### src/rtl/aes_encrypt_sequencer.sv
// -----------------------------------------------------------------------------
// aes_encrypt_sequencer
//
// Sits between a 32-bit valid/ready word stream and a 128-bit Encrypt core.
// It collects four plaintext words into one block and pulses enc_enable for a
// single cycle. After a fixed ENC_LATENCY it captures the ciphertext and
// streams it back out as four 32-bit words. Only one block is in flight at a
// time. The key sits in a local register that is loaded with key_load.
//
// Bit order: the [0:127] numbering used by the Encrypt core maps onto [127:0]
// here, so bit 0 (the MSB) is bit 127. Word n occupies bits [127-32n -: 32],
// which means word 0 is the most significant word.
//
// Ports
//   clk            : single clock, all state on posedge
//   reset          : asynchronous, active-low, clears all state
//   key_load/key   : load key_reg (honoured only while collecting)
//   in_valid/in_ready/in_data    : plaintext word stream, word 0 first
//   out_valid/out_ready/out_data : ciphertext word stream, word 0 first
//   enc_enable     : one-cycle launch pulse to Encrypt (registered)
//   enc_plaintext  : assembled plaintext block (pt_reg)
//   enc_key        : current key (key_reg)
//   enc_ciphertext : result from Encrypt, sampled ENC_LATENCY edges later
//   busy           : high whenever not collecting
//   blocks_done    : completed-block counter, wraps
// -----------------------------------------------------------------------------
module aes_encrypt_sequencer #(
  parameter int unsigned ENC_LATENCY = 12  // legal range 1..255
) (
  input  logic         clk,
  input  logic         reset,
  input  logic         key_load,
  input  logic [127:0] key,
  input  logic         in_valid,
  output logic         in_ready,
  input  logic [31:0]  in_data,
  output logic         out_valid,
  input  logic         out_ready,
  output logic [31:0]  out_data,
  output logic         enc_enable,
  output logic [127:0] enc_plaintext,
  output logic [127:0] enc_key,
  input  logic [127:0] enc_ciphertext,
  output logic         busy,
  output logic [15:0]  blocks_done
);

  typedef enum logic [1:0] {
    ST_COLLECT = 2'd0,
    ST_LAUNCH  = 2'd1,
    ST_WAIT    = 2'd2,
    ST_DRAIN   = 2'd3
  } state_e;

  localparam logic [7:0] LAT_LOAD = 8'(ENC_LATENCY - 1);

  state_e       state_q, state_d;
  logic         key_loaded_q, key_loaded_d;
  logic [1:0]   word_idx_q, word_idx_d;
  logic [127:0] pt_q, pt_d;
  logic [127:0] ct_q, ct_d;
  logic [127:0] key_q, key_d;
  logic [7:0]   lat_cnt_q, lat_cnt_d;
  logic [15:0]  blocks_q, blocks_d;
  logic         enc_enable_q;

  // Handshakes are judged on registered readiness only, so neither ready
  // signal has a combinational path from the opposite side's valid.
  logic in_fire, out_fire;
  assign in_fire  = in_valid  & in_ready;
  assign out_fire = out_valid & out_ready;

  always_comb begin
    // NOTE: every signal driven here gets a default first; a path that left
    // one unassigned would infer a latch instead of combinational logic.
    state_d      = state_q;
    key_loaded_d = key_loaded_q;
    word_idx_d   = word_idx_q;
    pt_d         = pt_q;
    ct_d         = ct_q;
    key_d        = key_q;
    lat_cnt_d    = lat_cnt_q;
    blocks_d     = blocks_q;

    unique case (state_q)
      ST_COLLECT: begin
        // The key is taken before the word write, so a key_load on the same
        // edge as the 4th word applies to that block.
        if (key_load) begin
          key_d        = key;
          key_loaded_d = 1'b1;
        end
        if (in_fire) begin
          // Word n sits at the MSB end minus 32n; ~idx equals 3-idx.
          pt_d[{~word_idx_q, 5'd0} +: 32] = in_data;
          if (word_idx_q == 2'd3) begin
            word_idx_d = 2'd0;
            state_d    = ST_LAUNCH;
          end else begin
            word_idx_d = word_idx_q + 2'd1;
          end
        end
      end

      ST_LAUNCH: begin
        lat_cnt_d = LAT_LOAD;
        state_d   = ST_WAIT;
      end

      ST_WAIT: begin
        if (lat_cnt_q == 8'd0) begin
          ct_d    = enc_ciphertext;
          state_d = ST_DRAIN;
        end else begin
          lat_cnt_d = lat_cnt_q - 8'd1;
        end
      end

      ST_DRAIN: begin
        if (out_fire) begin
          if (word_idx_q == 2'd3) begin
            word_idx_d = 2'd0;
            blocks_d   = blocks_q + 16'd1;
            state_d    = ST_COLLECT;
          end else begin
            word_idx_d = word_idx_q + 2'd1;
          end
        end
      end

      default: state_d = ST_COLLECT;
    endcase
  end

  always_ff @(posedge clk or negedge reset) begin
    if (!reset) begin
      // NOTE: the data registers are reset as well as the control state, so a
      // reset leaves no stale plaintext, key or ciphertext on the outputs.
      state_q      <= ST_COLLECT;
      key_loaded_q <= 1'b0;
      word_idx_q   <= 2'd0;
      pt_q         <= '0;
      ct_q         <= '0;
      key_q        <= '0;
      lat_cnt_q    <= 8'd0;
      blocks_q     <= 16'd0;
      enc_enable_q <= 1'b0;
    end else begin
      // NOTE: non-blocking assignments, so every register updates from the
      // values present before the edge regardless of statement order.
      state_q      <= state_d;
      key_loaded_q <= key_loaded_d;
      word_idx_q   <= word_idx_d;
      pt_q         <= pt_d;
      ct_q         <= ct_d;
      key_q        <= key_d;
      lat_cnt_q    <= lat_cnt_d;
      blocks_q     <= blocks_d;
      // The registered launch pulse is high exactly while state_q is LAUNCH.
      enc_enable_q <= (state_d == ST_LAUNCH);
    end
  end

  assign in_ready      = (state_q == ST_COLLECT) & key_loaded_q;
  assign out_valid     = (state_q == ST_DRAIN);
  assign out_data      = out_valid ? ct_q[{~word_idx_q, 5'd0} +: 32] : 32'd0;
  assign busy          = (state_q != ST_COLLECT);
  assign enc_enable    = enc_enable_q;
  assign enc_plaintext = pt_q;
  assign enc_key       = key_q;
  assign blocks_done   = blocks_q;

endmodule
### config.mk
export PLATFORM = sky130hd
export DESIGN_NAME = aes_encrypt_sequencer
export DESIGN_NICKNAME = d
export VERILOG_FILES = /design/src/rtl/aes_encrypt_sequencer.sv
export SDC_FILE = /design/constraint.sdc
export NUM_CORES = 1
export LEC_CHECK = 0
export ABC_AREA = 1
export CORE_AREA = 3 3 235 237
export CTS_CLUSTER_SIZE = 25
export DETAILED_ROUTE_END_ITERATION = 6
export DIE_AREA = 0 0 238 240
export PLACE_DENSITY_LB_ADDON = 0.25
export SYNTH_ARGS = -nofsm -noshare
export SYNTH_HDL_FRONTEND = slang
export SYNTH_SLANG_ARGS = --single-unit
### constraint.sdc
create_clock -name clk -period 4.9 [get_ports clk]
set_clock_uncertainty 0.2 [all_clocks]
set_input_delay 0.735 -clock clk [delete_from_list [all_inputs] [get_ports clk]]
set_output_delay 0.735 -clock clk [all_outputs]
set_load 0.01 [all_outputs]
# After elaboration in Yosys (flattened, before gate mapping)
# Index checks and enable logic that the tools add are counted.
dict set report totals {
  output_inout_bits 308
  elab_cells 53
  in_bits 293
  reg_bits 414
}
dict set report op_classes {
  n_bitwise 4
  add_sub_neg 4
  reduce_logical 11
  n_eq_ne 8
  shift 3
  mux 14
}
# op n
set op_table {}
lappend op_table {{$bwmux W128} 1}
lappend op_table {{$shift A32 B9 Y128 const A} 1}
lappend op_table {{$shiftx A128 B8 Y32} 1}
lappend op_table {{$shiftx A32 B9 Y128} 1}
lappend op_table {{$mux W32} 1}
lappend op_table {{$add A16 B1 Y16 const B} 1}
lappend op_table {{$mux W2} 8}
lappend op_table {{$pmux W8 S2} 1}
lappend op_table {{$neg A7 Y9} 1}
lappend op_table {{$logic_not A8 Y1} 1}
lappend op_table {{$mux W8} 1}
lappend op_table {{$pmux W2 S4} 1}
lappend op_table {{$reduce_and A2 Y1} 4}
lappend op_table {{$sub A8 B1 Y8 const B} 1}
lappend op_table {{$eq A2 B2 Y1 const B} 3}
lappend op_table {{$reduce_and A3 Y1} 2}
lappend op_table {{$reduce_bool A2 Y1} 3}
lappend op_table {{$eq A2 B1 Y1 const B} 2}
lappend op_table {{$ne A2 B2 Y1 const B} 2}
lappend op_table {{$pmux W2 S2} 1}
lappend op_table {{$and A1 B1 Y1} 3}
lappend op_table {{$add A2 B1 Y2 const B} 1}
lappend op_table {{$logic_not A2 Y1} 1}
lappend op_table {{$ne A2 B1 Y1 const B} 1}
lappend op_table {{$not A2 Y2} 1}

# Longest topological paths before layout
dict set report logic_depth {
  word_depth 6
  depth_mapped 11
}

# Least setup slack after synthesis
# OpenSTA, ideal clock, no wires.
dict set report synth_timing {
  path_type {reg2reg}
  startpoint {register word_idx_q[0]}
  endpoint {register pt_q[117] (netlist: enc_plaintext[117])}
  stages_incl_launch_ff 11
  t_arrival_ns 2.160
  n_path_buf 5
  synth_period_minus_slack_ns 2.426
  slack_ns 2.474
  setup_ns 0.066
  path_cell_list {dfrtp_1 -> buf_2 -> inv_2 -> buf_2 -> clkbuf_1 -> ha_1 -> inv_1 -> clkbuf_1 -> buf_1 -> nand4_1 -> nand2_1}
}
dict set report synth_between {
  elab_chain_cells 4
  word_cells_on_any_way 5
  classes_between {add/sub (1); shift (2); mux (1); bitwise (1)}
}
# item line
set synth_rtl {}
lappend synth_rtl {{from (decl)} 59} ;# logic [1:0] word_idx_q, word_idx_d;
lappend synth_rtl {{from (signal assigned)} 153} ;# word_idx_q <= word_idx_d;
lappend synth_rtl {{$not A2 Y2 *} 95} ;# pt_d[{~word_idx_q, 5'd0} +: 32] = in_data;
lappend synth_rtl {{$neg A7 Y9 *} 95}
lappend synth_rtl {{$shiftx A32 B9 Y128 or $shift A32 B9 Y128 (tied branches)} 95}
lappend synth_rtl {{$bwmux W128 *} 95}
lappend synth_rtl {{to (signal assigned)} 154} ;# pt_q <= pt_d;
lappend synth_rtl {{to (decl)} 60} ;# logic [127:0] pt_q, pt_d;
# Every way passes the cells marked *; elsewhere a longest branch is shown, timed or not.
# A chain may end at the register's enable or synchronous reset.

# Final worst setup path
dict set report layout_timing {
  startpoint {register word_idx_q[0]}
  endpoint {output port out_data[26]}
}
dict set report layout_between {
  elab_chain_cells 3
}
# item line
set layout_rtl {}
lappend layout_rtl {{$not A2 Y2} 166} ;# assign out_data = out_valid ? ct_q[{~word_idx_q, 5'd0} +: 32] : 32'd0;
lappend layout_rtl {{$shiftx A128 B8 Y32} 166}
lappend layout_rtl {{$mux W32} 166}
lappend layout_rtl {{to (decl)} 39} ;# output logic [31:0] out_data,
# No other way between the ends.

==> impl_results.md <==
* Status: finished, final reports clean
* Largest net degree at the start of global routing at between 100 and 150
* FMAX at 259.7 MHz
* Final Worst Setup Slack at around 1.1 ns
* Grt total ovfl at 0
* Leading cell type in the layout, fill and taps excluded: clkdlybuf4s50_1
* Mux cell area share after synthesis at 8.088%
* Tot GR Track Use at approximately 22%
* Terminus of the critical flop-to-flop path: enc_plaintext[22]
* Min-delay src: ct_q[69]
* Hold_buf cts at 1
* Seq pwr share at 35.2%
* Wire per inst at 20.18 µm
* # rows at 85
* CP arrival at approximately 2.9 ns
* VDD IR max at 427.7 µV
* Psw at approximately 6.0 mW
* Placer Congestion at between 0.8 and 0.9
* Nets@finish at 2749
* Synthesized area at approximately 0.018 mm²
* Vias in the first global route at around 16000
* Required time of the worst setup path at 3.96 ns
* # placed instances at between 3000 and 4000
* Initial core utilization at around 33%
* Compound-Gate Fraction of Synth Area at between 6 and 7%
* Cts repair resizes at 0
* Fillers at ~5000
* Skew-Pair Late Insertion Delay at 0.58 ns
* H-tree Lvls at 2
* Mean Syn Cell Area at approximately 9.4 µm²
* Clock Path Buffers at 3
* Pwr Density at about 620 mW/mm²
* Relative slew margins at a little under a quarter
* Total core area at between 0.05 and 0.06 mm²
* Slew @ Worst Pin at between 1 and 1.5 ns
* Crit. End Element: output port
* Final Non-Filler Cells at approximately 3200
* Layout overhead on the synthesized area at 46.50%
* Place WS at around 1.5 ns
* Root Buffer: clkbuf_16
* Switch share at between 30% and 40%
* Worst Hold Class: reg -> reg
* Largest stage delay, worst path at 0.75 ns
* CTS tree: yes
* Die H at 240 µm
* Syn_nets at around 2200
* DR vias/cell at about 4.9
* Initial antenna violation count at 11
* CP bufs+invs at 2
* CP top delay family: buffers and inverters
* Syn Inst Count at roughly 1900
* Final hold vios at 0
* Int Pwr at 10.33 mW
* Antenna viol nets, final at 0
* Reg-to-reg startpoint: state_q[0]
* IO Pins at 601
* Vias at approximately 16000
* Xor and xnor area share after synthesis at less than 1%
* Crit path cell chain: inv_2 -> o21ai_0 -> a21oi_1 -> clkdlybuf4s50_1
* Clock-pin slew on the worst setup and hold paths at roughly 0.060 ns
* DRC viols at 0
* R2R depth at 10
* Layout cells sized above 1 at between 9 and 10%
* Die area at 0.05712 mm²
* I/O Buffers at 600
* Post-DP HPWL at 44770 µm
* RSZ-0062 raised after global routing: no
* Max Transition Viols Final at 0
* Final wirelength at about 64000 µm
* Worst Hold End: ct_q[69]
* Seq/Total Area, Yosys at 58.13%
* Worst hold stages at 2
* Setup TNS Final at 0 ns
* DRT iter0 DRCs at approximately 1300
* Most frequent cells in the layout: clkdlybuf4s50_1 (599), nand2_1 (554), dfrtp_1 (412)
* Overall Power at 16.29 mW
* Die X at around 240 µm
* Yosys cell types at 25
* Simple-gate area share of the yosys netlist at 20.44%
* Critical-path maximum fanout at 66
* First-pass GRT wire length at ~96000 µm
* YS warnings at 0
* Finish-stage setup viols at 0
* CTS Buf Count at between 40 and 50
* Setup Crit Path Kind: reg -> out
* Adder-cell area share of the yosys netlist at less than 1%
* Sink count of the clock tree at approximately 410
* Fin Hold WS at about 0.27 ns
* Register-to-Register Setup Slack at 1.51 ns
* Final Cycle Share at 78.57%
* Max stage delay cell, worst path: inv_2
* Combinational share of power at 40.9%
* CP Launch Type: flip-flop
* Router iterations before antenna repair at 5
* Final min period at ~3.8 ns
* P_leak at between 10 and 15 nW
* Post-CTS Setup Inserts at 0
* Number of synthesized register bits at about 410
* Clock share of power at 23.9%
* Max capacitance violation total at 0
* Main combinational cell family by area after synthesis: simple AND/OR/NAND/NOR gates
[power groups by stage]
stage               sequential, mW  clock (mW)  combinational, mW
floorplan                     5.93           0               3.04
global placement              5.73           0               6.59
detailed placement            5.77           0               6.67
CTS                           5.74        3.99               6.71
global route                  5.90        4.13               7.24
finish                        5.74        3.90               6.66
[worst register-to-register path, cell delays in order, from the launching register on]
cell and delay [ns]:
dfrtp_1 0.40, inv_1 0.15, ha_1 0.54, nand2_1 0.14, inv_2 0.11, nand2_4 0.41, buf_4 0.50, nor2_2 0.16
buf_4 0.37, nand4_1 0.23, nand2_1 0.12
[flip-flops by register name, indices dropped and copies added, names as in the netlist]
signal         count
enc_key          128
enc_plaintext    128
ct_q             128
lat_cnt_q          8
state_q            2
enc_enable         1
word_idx_q         2
blocks_done       16
key_loaded_q       1
[logic make-up after synthesis]
group                      Yosys count
adders and majority gates           12
muxes                              128
buffers and inverters              198
and+or+nand+nor                    891
AOI/OAI and AO/OA                  242
xor gates and xnor gates            17
DFF                                414
[cell type report]
cell class,instances,area [µm²],area share [%]
Antenna cell,4,10.01,0.03834
Timing Repair Buffer,622,6254,23.95
Tap cell,696,870.8,3.335
Clock inverter,18,319.1,1.222
Multi-Input combinational cell,1290,6633,25.40
Sequential cell,414,10360,39.69
Inverter,68,257.7,0.9872
Clock buffer,69,1403,5.372
[per-stage QoR]
| stage | instance area, µm² | util [%] |
|---|---|---|
| 6_report | 26110 | 48.81 |
| 5_1_grt | 26100 | 48.79 |
| 4_1_cts | 26100 | 48.79 |
| 3_5_place_dp | 24370 | 45.55 |
| 3_3_place_gp | 24370 | 45.55 |
| 2_1_floorplan | 17820 | - |
[worst max path at each step]
stage / start / end / depth (start not counted)
2_1_floorplan: word_idx_q[0] / enc_plaintext[117] / 10
3_3_place_gp: state_q[0] / enc_plaintext[22] / 10
3_5_place_dp: state_q[0] / enc_plaintext[24] / 10
4_1_cts: word_idx_q[0] / out_data[17] / 4
5_1_grt: word_idx_q[0] / out_data[26] / 4
6_report: word_idx_q[0] / out_data[26] / 4
[routing by layer]
metal	part of all wire [%]	routed length (µm)	global-route usage, %	vias to the layer above
li1	-	-	-	7305
met1	40	25800	27.87	7657
met2	49	31470	36.30	655
met3	8.6	5502	5.919	89
met4	2.0	1315	5.094	14
met5	0.14	90	0	-
[cells in the mapped netlist (all sizes together)]
master  number  area [µm²]
clkinv       1       3.750
buf         70       384.1
a21oi       36       180.2
o21ai      205        1026
nor3         3       15.01
xnor2        8       70.07
ha          12       150.1
inv         67       251.5
nand3       76       385.4
nand4       73       456.7
clkbuf      60       225.2
o21bai       1       7.510
nand2      557        2091
mux2       128        1441
dfrtp      414       10360
nor2       182       695.7
xor2         9       78.83
(Power assumes the default switching activity.)
